File: src/rtl/hue_wheel_pwm.sv
// hue_wheel_pwm: colour-wheel generator. A six-sector FSM with a ramp counter
// sweeps the hue circle. Three free-running PWM comparators drive active-high
// red/green/blue enables. Each channel's duty reloads only at the PWM period boundary.
module hue_wheel_pwm #(
  parameter int PWM_BITS    = 8,
  parameter int STEP_CYCLES = 7812
) (
  input  logic                clk,
  input  logic                reset,
  output logic                red,
  output logic                green,
  output logic                blue,
  output logic [2:0]          sector,
  output logic [PWM_BITS-1:0] ramp
);

  localparam int SW = (STEP_CYCLES > 1) ? $clog2(STEP_CYCLES) : 1;
  localparam logic [PWM_BITS-1:0] MAX       = '1;
  localparam logic [SW-1:0]       STEP_LAST = SW'(STEP_CYCLES - 1);

  localparam logic [2:0] S0 = 3'd0;
  localparam logic [2:0] S1 = 3'd1;
  localparam logic [2:0] S2 = 3'd2;
  localparam logic [2:0] S3 = 3'd3;
  localparam logic [2:0] S4 = 3'd4;
  localparam logic [2:0] S5 = 3'd5;

  logic [SW-1:0]       step_cnt_q, step_cnt_d;
  logic [2:0]          sector_q, sector_d;
  logic [PWM_BITS-1:0] ramp_q, ramp_d;
  logic [PWM_BITS-1:0] pwm_cnt_q, pwm_cnt_d;
  logic [PWM_BITS-1:0] duty_r_q, duty_r_d;
  logic [PWM_BITS-1:0] duty_g_q, duty_g_d;
  logic [PWM_BITS-1:0] duty_b_q, duty_b_d;
  logic                red_q, red_d;
  logic                green_q, green_d;
  logic                blue_q, blue_d;
  logic [PWM_BITS-1:0] tgt_r, tgt_g, tgt_b;
  logic [PWM_BITS-1:0] ramp_inv;
  logic                tick;

  // Step timer and PWM counter, both free-running and wrapping
  always_comb begin
    tick       = (step_cnt_q == STEP_LAST);
    step_cnt_d = tick ? '0 : step_cnt_q + SW'(1);
    pwm_cnt_d  = pwm_cnt_q + PWM_BITS'(1);
  end

  // Sector FSM state register (ramp travels with it)
  always_ff @(posedge clk) begin
    if (reset) begin
      sector_q <= S0;
      ramp_q   <= '0;
    end else begin
      sector_q <= sector_d;
      ramp_q   <= ramp_d;
    end
  end

  // Sector FSM next state: advance ramp on tick, roll sector at ramp MAX
  always_comb begin
    sector_d = sector_q;
    ramp_d   = ramp_q;
    if (tick) begin
      if (sector_q > S5) begin
        // codes 6/7 are unreachable; recover cleanly to the start of the wheel
        sector_d = S0;
        ramp_d   = '0;
      end else if (ramp_q == MAX) begin
        ramp_d   = '0;
        sector_d = (sector_q == S5) ? S0 : sector_q + 3'd1;
      end else begin
        ramp_d   = ramp_q + PWM_BITS'(1);
      end
    end
  end

  // Sector FSM outputs: target duties per sector
  always_comb begin
    ramp_inv = MAX - ramp_q;
    tgt_r    = '0;
    tgt_g    = '0;
    tgt_b    = '0;
    case (sector_q)
      S0: begin tgt_r = MAX;      tgt_g = ramp_q;   tgt_b = '0;       end
      S1: begin tgt_r = ramp_inv; tgt_g = MAX;      tgt_b = '0;       end
      S2: begin tgt_r = '0;       tgt_g = MAX;      tgt_b = ramp_q;   end
      S3: begin tgt_r = '0;       tgt_g = ramp_inv; tgt_b = MAX;      end
      S4: begin tgt_r = ramp_q;   tgt_g = '0;       tgt_b = MAX;      end
      S5: begin tgt_r = MAX;      tgt_g = '0;       tgt_b = ramp_inv; end
      default: begin tgt_r = '0;  tgt_g = '0;       tgt_b = '0;       end
    endcase
  end

  // Duty reload only on the last PWM count, then registered compare per channel
  always_comb begin
    duty_r_d = duty_r_q;
    duty_g_d = duty_g_q;
    duty_b_d = duty_b_q;
    if (pwm_cnt_q == MAX) begin
      duty_r_d = tgt_r;
      duty_g_d = tgt_g;
      duty_b_d = tgt_b;
    end
    red_d   = (pwm_cnt_q < duty_r_q);
    green_d = (pwm_cnt_q < duty_g_q);
    blue_d  = (pwm_cnt_q < duty_b_q);
  end

  // Datapath registers: timers, duties, outputs
  always_ff @(posedge clk) begin
    if (reset) begin
      step_cnt_q <= '0;
      pwm_cnt_q  <= '0;
      duty_r_q   <= MAX;
      duty_g_q   <= '0;
      duty_b_q   <= '0;
      red_q      <= 1'b0;
      green_q    <= 1'b0;
      blue_q     <= 1'b0;
    end else begin
      step_cnt_q <= step_cnt_d;
      pwm_cnt_q  <= pwm_cnt_d;
      duty_r_q   <= duty_r_d;
      duty_g_q   <= duty_g_d;
      duty_b_q   <= duty_b_d;
      red_q      <= red_d;
      green_q    <= green_d;
      blue_q     <= blue_d;
    end
  end

  assign red    = red_q;
  assign green  = green_q;
  assign blue   = blue_q;
  assign sector = sector_q;
  assign ramp   = ramp_q;

endmodule

File: config.mk
export PLATFORM = sky130hd
export DESIGN_NAME = hue_wheel_pwm
export DESIGN_NICKNAME = d
export VERILOG_FILES = /design/src/rtl/hue_wheel_pwm.sv
export SDC_FILE = /design/constraint.sdc
export NUM_CORES = 1
export LEC_CHECK = 0
export BUFFER_PORTS_ARGS = -buffer_cell sky130_fd_sc_hd__buf_2
export CORE_AREA = 2 2 88 90
export DETAILED_ROUTE_END_ITERATION = 8
export DIE_AREA = 0 0 90 92
export PLACE_DENSITY = 0.59
export SLEW_MARGIN = 20
export SYNTH_ARGS = -nofsm -noshare
export SYNTH_HDL_FRONTEND = slang
export SYNTH_SLANG_ARGS = --single-unit
export TNS_END_PERCENT = 30
File: constraint.sdc
create_clock -name clk -period 2.6 [get_ports clk]
set_input_delay 0.52 -clock clk [delete_from_list [all_inputs] [get_ports clk]]
set_output_delay 0.52 -clock clk [all_outputs]
set_load 0.05 [all_outputs]
### Yosys cells after proc, flatten, opt, wreduce, memory -nomap -nowiden

Index checks and enable logic that the tools add are counted.

| word-level totals | value |
|---|---|
| bits in registers | 59 |
| output and inout bits | 14 |
| logic and storage cells | 42 |

| operators by class | value |
|---|---|
| add/sub/neg operators | 5 |
| order comparisons | 4 |
| equal/unequal tests | 8 |
| mux-type cells | 8 |
| reduce and logical (&&, ||, !) cells | 7 |

Operators with widths:

| kind | count |
|---|---|
| case mux 8 bit (3 select lines) | 3 |
| less-than comparator 8 bit | 3 |
| adder 8 x 1 -> 8 bit (second input constant) | 2 |
| equality test 8 bit (second input constant) | 2 |
| two-way mux 8 bit | 2 |
| adder 13 x 1 -> 13 bit (second input constant) | 1 |
| equality test 13 bit (second input constant) | 1 |
| two-way mux 3 bit | 3 |
| OR reduction 2 bit | 4 |
| subtractor 8 bit (first input constant) | 1 |
| equality test 3 x 2 -> 1 bit (second input constant) | 2 |
| equality test 3 bit (second input constant) | 2 |
| adder 3 x 1 -> 3 bit (second input constant) | 1 |
| equality test 3 x 1 -> 1 bit (second input constant) | 1 |
| > comparator 3 bit (second input constant) | 1 |
| zero test 3 bit | 1 |
| AND reduction 2 bit | 1 |
| nonzero test 2 bit | 1 |

### Logic depth before layout (Yosys ltp)

Gate-level depths: netlist of the first run.

| logic depth | value |
|---|---|
| depth in word-level cells | 4 |
| gate-level depth with buffers | 7 |
| gate-level depth less buffers | 6 |

### Worst setup path before layout of the first run

No wires, ideal clock.

| timing | value |
|---|---|
| path type | reg-to-reg |
| from | register sector_q[2] (netlist: sector[2]) |
| to | register duty_g_q[4] |
| data arrival time | 2,121 ps |
| required time | 2,484 ps |
| slack | 363 ps |
| stages on the path, launching flop included | 8 |
| path buffers | 3 |
| clock period less this slack | 2,237 ps |
| path through | dfxtp_1 inv_1 clkbuf_1 clkbuf_1 ha_1 buf_1 a221o_1 o211a_1 |

| between the ends | value |
|---|---|
| longest elaborated chain between the ends | 3 |

RTL lines:

| what | RTL line | source |
|---|---|---|
| start, declared | 29 | `logic [2:0] sector_q, sector_d;` |
| start signal, assigned | 55 | `sector_q <= sector_d;` |
| equality test 3 x 2 -> 1 bit / equality test 3 x 1 -> 1 bit (equally long branches) | 84 | `case (sector_q)` |
| OR reduction 2 bit (no line) | n/a |  |
| case mux 8 bit (3 select lines) (*) | 84 |  |
| end signal, assigned | 125 | `duty_g_q <= duty_g_d;` |
| end, declared | 33 | `logic [PWM_BITS-1:0] duty_g_q, duty_g_d;` |

Mark *: on every way between the ends. The rest lies on a longest branch, timed or not.
A chain may end at the register's enable or synchronous reset.

### Worst setup path in the final report of the first run

| timing | value |
|---|---|
| from | register step_cnt_q[0] |
| to | register ramp_q[2] (netlist: ramp[2]) |

| between the ends | value |
|---|---|
| longest elaborated chain between the ends | 1 |

RTL lines:

| what | RTL line | source |
|---|---|---|
| start, declared | 28 | `logic [SW-1:0] step_cnt_q, step_cnt_d;` |
| start signal, assigned | 122 | `step_cnt_q <= step_cnt_d;` |
| equality test 13 bit | 44 | `tick = (step_cnt_q == STEP_LAST);` |
| end signal, assigned | 56 | `ramp_q <= ramp_d;` |
| end, declared | 30 | `logic [PWM_BITS-1:0] ramp_q, ramp_d;` |

No other way between the ends.

==> results.tsv, run 1 <==
metric	value	unit
setup_ws	277	ps
ys.warnings.count	0	
fmax	0.431	GHz
nNetsFinal	436	
fin_crit	2320	ps
portBuffers	15	
antennaDiodeCount	0	
numCtsBuffers	9	
synth_nets	426	
drt_pass1_iterations	4	
vdd_drop_max	229	µV
seqPwrFrac	44.9	%
cts.htree.levels	3	
antenna_left	0	
arrival	2610	ps
clkTransAtPathRegs	70	ps
power_density	555	nW/µm²
postSynthCellCount	398	
switchingPower	0.453	mW
avgSynthCellArea	8.24	µm²
gp_congestion	0.857	
initialDrtViolationCount	111	
cp.required	2880	ps
worstReg2RegEnd	ramp[2]	
startpoint_type	register	
netlist_area	3280	µm²
status	finished clean	
clk_latency	340	ps
antenna_found_initial	0	
clock-sinks	59	
async_flop_share	0	%
post_cts_buffers	0	
p_leak	1.54	nW
die_w	90	µm
post-dp-hpwl	5610	µm
routed-via-count	2896	
fin_tns_setup	0	ps
setup_violations	0	
totalWireLength	8010	µm
synth_edf_count	0	
syn_to_final_growth	13.3	%
grt_pass1_wl	13200	µm
post_cts_resized	0	
worstSetupPathType	register to register	
r2r_slack	280	ps
crit_fanout	18	
synthFlopType	dfxtp_1	
hold_path.startpoint	duty_b_q[3]	
via_per_inst	5.62	
reg2regPathDepth	6	
root_buffer	clkbuf_8	
core	7450	µm²
crit_start	step_cnt_q[0]	
power_frac_comb	4.0	%
maxSlewViolCount	0	
cts.path.max_buffers	2	
io_pins	16	
synth_seq_area_share	36.0	%
crit_end	ramp[2]	
holdCritPathClass	register to register	
hold_ws	459	ps
wl_per_cell	15.5	µm
maxCapViolations	0	
final_util	49.9	%
sw_frac_of_total	21.9	%
grt_pass1_vias	2703	
worst_slew_pin_slew	569	ps
grt_max_degree	26	
p_clk_share	51.1	%
synth_seq_cells	59	
max_slew_margin	61.1	%
drc	0	
cts-hold-fix-buffers	0	
finalClockSkew	9.30	ps
total_power	2.06	mW
grt_overflow	0	
die_area	8280	µm²
synth_cell_types	43	
endpoint_kind	register	
fp.dieH	92	µm
num_rows	32	
rsz0062_at_grt	no	
cts_tree	done	
hold_violations	0	
finalCritPeriodShare	89.3	%
initial_core_util	44.1	%
rr_startpoint	step_cnt_q[0]	
drive_gt1_share	10.9	%
globalRouteTotalUtil	20.0	%
dp_slack	302	ps
p_int	1.61	mW
[state kept, by name, indices dropped and copies added (netlist names), 3 cells and up]
signal      flops
duty_b_q        8
duty_g_q        8
duty_r_q        8
pwm_cnt_q       8
ramp            8
sector          3
step_cnt_q     13
[stage by stage]
stage / std cells / area [µm²]
after detailed placement: 499 / 3470
after global routing: 515 / 3720
after global placement: 499 / 3470
after CTS: 515 / 3720
after floorplan: 398 / 3280
final: 515 / 3720
[layer usage]
metal	vias to the layer above	track usage (%)	routed length (µm)	share of wire (%)
li1	1455	-	-	-
met1	1353	25.8	3820	48
met2	70	31.8	3600	45
met3	18	4.77	406	5.1
met4	0	8.72	171	2.1
met5	-	0	0	0
[area by class of cell]
cell class	instances	area, µm²
clock buffers	10	138
clock inverters	6	113
fillers	774	3730
inverters	32	120
multi-input cells	279	1870
flip-flops and latches	59	1180
well taps	102	128
repair buffers	27	165
[worst min-delay path by stage]
stage | endpoint | slack, ps | cells after the start
floorplan | duty_r_q[1] | 440 | 1
global placement | duty_r_q[1] | 440 | 1
detailed placement | duty_r_q[1] | 450 | 1
CTS | duty_b_q[3] | 460 | 2
global route | duty_r_q[2] | 490 | 1
finish | duty_b_q[3] | 460 | 2
[worst max-delay path, cell delays in order (launching register included)]
cell and delay, ps:
dfxtp_1 430, ha_1 290, nand3_1 140, or4_1 530, buf_4 210, or4b_1 510
a21oi_1 140
[synth_stat cells (all sizes together) (3+ instances only)]
master | count | area (µm²)
dfxtp | 59 | 1180
nor2 | 40 | 150
inv | 32 | 120
clkbuf | 26 | 97.6
ha | 26 | 325
a21oi | 22 | 110
o21ai | 18 | 90.1
nand2 | 16 | 60.1
o211ai | 15 | 113
and3 | 13 | 81.3
nand3 | 13 | 65.1
nand2b | 12 | 75.1
a211oi | 10 | 75.1
or4 | 9 | 67.6
xor2 | 9 | 78.8
nor3 | 8 | 40.0
nand4 | 6 | 37.5
or3 | 6 | 37.5
xnor2 | 6 | 52.6
a221oi | 5 | 43.8
a2111oi | 4 | 35.0
a211o | 3 | 26.3
a21o | 3 | 22.5
a221o | 3 | 30.0
a22oi | 3 | 22.5
o2111ai | 3 | 26.3
o211a | 3 | 30.0
o21a | 3 | 22.5
[power groups by stage]
stage               logic [mW]  registers, mW  clock network (mW)
finish                  0.0827          0.927                1.05
global route            0.0930          0.928                1.11
CTS                     0.0833          0.926                1.07
detailed placement      0.0824          0.947                   0
global placement        0.0827          0.946                   0
floorplan               0.0450          0.960                   0
[layout by cell type, fill, tap and decap left out, drive strengths merged, types with 4 or more instances in the layout]
cell type,Yosys,layout
a2111oi,4,4
a211oi,10,10
a21oi,22,22
a221oi,5,5
and3,13,13
buf,2,27
clkbuf,26,10
dfxtp,59,59
ha,26,26
inv,32,32
nand2,16,16
nand2b,12,12
nand3,13,13
nand4,6,6
nor2,40,40
nor3,8,8
o211ai,15,15
o21ai,18,18
or3,6,6
or4,9,9
xnor2,6,6
xor2,9,9
[cell families after synthesis]
| group | Yosys count | share of synthesized area, % |
|---|---|---|
| adder cells (fa/ha/maj) | 26 | 9.92 |
| multiplexers | 3 | 0.953 |
| buffers and inverters | 60 | 6.90 |
| XOR/XNOR | 15 | 4.00 |
| AND/OR/NAND/NOR | 134 | 21.2 |
| flip-flops | 59 | 36.0 |
| AO/OA/AOI/OAI | 101 | 21.0 |
Power figures use the tool's default switching activity.
==> run 2, diff against run 1 <==
Settings changed: CORE_AREA 2 2 88 90 to 3 3 89 91, DIE_AREA 0 0 90 92 to 0 0 92 94, PLACE_DENSITY 0.59 to not set, PLACE_DENSITY_LB_ADDON set to 0.12.
==> results.tsv, run 2 (same netlist as run 1, synthesis figures left out) <==
metric	value	unit
status	finished clean	
power_density	486	nW/µm²
p_leak	1.49	nW
drt_pass1_iterations	4	
largest_reg_flops	13	
worstReg2RegEnd	ramp[2]	
fin_tns_setup	0	ps
maxSlewViolCount	0	
antenna_left	0	
syn_to_final_growth	10.7	%
routed-via-count	2916	
via_per_inst	5.71	
holdCritPathClass	register to register	
worstSetupPathType	register to register	
initial_core_util	45.5	%
rr_startpoint	step_cnt_q[0]	
maxCapViolations	0	
hold_violations	0	
grt_overflow	0	
clkTransAtPathRegs	70	ps
portBuffers	15	
max_slew_margin	49.5	%
rsz0062_at_grt	no	
finalClockSkew	4.46	ps
endpoint_kind	register	
globalRouteTotalUtil	20.1	%
crit_end	ramp[2]	
cts.htree.levels	3	
nNetsFinal	435	
cts-hold-fix-buffers	0	
drive_gt1_share	10.7	%
grt_pass1_wl	13800	µm
clock-sinks	59	
core	7210	µm²
cts_tree	done	
fp.dieH	94	µm
grt_pass1_vias	2769	
drc	0	
crit_fanout	18	
totalWireLength	8100	µm
cp.required	2870	ps
die_w	92	µm
worst_slew_pin_slew	756	ps
antenna_found_initial	0	
num_rows	31	
setup_violations	0	
gp_congestion	0.847	
nFillCells	756	
dp_slack	343	ps
wl_per_cell	15.9	µm
die_area	8650	µm²
mostFrequentLayoutCell	dfxtp_1	
antennaDiodeCount	0	
startpoint_type	register	
fin_crit	2280	ps
vdd_drop_max	269	µV
io_pins	16	
numCtsBuffers	9	
reg2regPathDepth	6	
root_buffer	clkbuf_8	
largest_register	step_cnt_q	
finalCritPeriodShare	87.8	%
initialDrtViolationCount	184	
arrival	2560	ps
place_area	3460	µm²
r2r_slack	320	ps
post_cts_buffers	0	
post-dp-hpwl	5510	µm
setup_ws	316	ps
clk_latency	340	ps
fmax	0.438	GHz
crit_start	step_cnt_q[0]	
cts.path.max_buffers	2	
final_cell_mix	dfxtp_1, nor2_1, inv_1, ha_1, a21oi_1	
grt_max_degree	34	
post_cts_resized	0	
fin_area	3630	µm²
[run 2: changes by cell type in the layout (fill, tap and decap cells not counted), sizes merged]
cell	delta
buf	-1
bufinv	-3
clkinv	-2
inv	+2
clkbuf	-1
clkinvlp	+4
[run 2: metrics by stage]
step	hold slack [ps]	cells	util, %	power, mW
3_5_place_dp	454	495	47.9	1.03
5_1_grt	487	511	50.3	1.84
6_report	460	511	50.3	1.76
3_3_place_gp	445	495	47.9	1.03
2_1_floorplan	436	398	-	1.00
4_1_cts	464	511	50.3	1.79
[run 2: area by class of cell]
cell class	instances	area [µm²]	area share [%]
Sequential cell	59	1180	32.5
Clock inverter	7	52.6	1.45
Timing Repair Buffer	26	158	4.34
Inverter	32	120	3.31
Clock buffer	9	124	3.41
Tap cell	99	124	3.41
Multi-Input combinational cell	279	1870	51.6
[run 2: critical path: stages, from the launching register on]
cell and delay [ps]:
dfxtp_1 410, ha_1 270, nand3_1 140, or4_1 530, buf_4 210, or4b_1 500, a21oi_1 150
[run 2: how the worst min path moves through the flow]
| stage | depth (start not counted) | slack, ps | from | end |
|---|---|---|---|---|
| 6_report | 2 | 460 | duty_b_q[3] | duty_b_q[3] |
| 2_1_floorplan | 1 | 440 | duty_r_q[1] | duty_r_q[1] |
| 3_5_place_dp | 2 | 450 | duty_b_q[3] | duty_b_q[3] |
| 4_1_cts | 2 | 460 | duty_b_q[3] | duty_b_q[3] |
| 5_1_grt | 2 | 490 | duty_b_q[0] | duty_b_q[0] |
| 3_3_place_gp | 2 | 450 | duty_b_q[1] | duty_b_q[1] |
[run 2: routing by layer]
layer / wire length, µm / GRT usage [%]
met1: 3810 / 26.6
met2: 3820 / 32.8
met3: 398 / 3.21
met4: 76 / 8.17
met5: 0 / 0
[run 2: power breakdown]
| part | internal, mW | switching (mW) |
|---|---|---|
| clock network | 0.350 | 0.408 |
| logic | 0.0295 | 0.0503 |
| registers | 0.915 | 0.0123 |
| total | 1.29 | 0.470 |
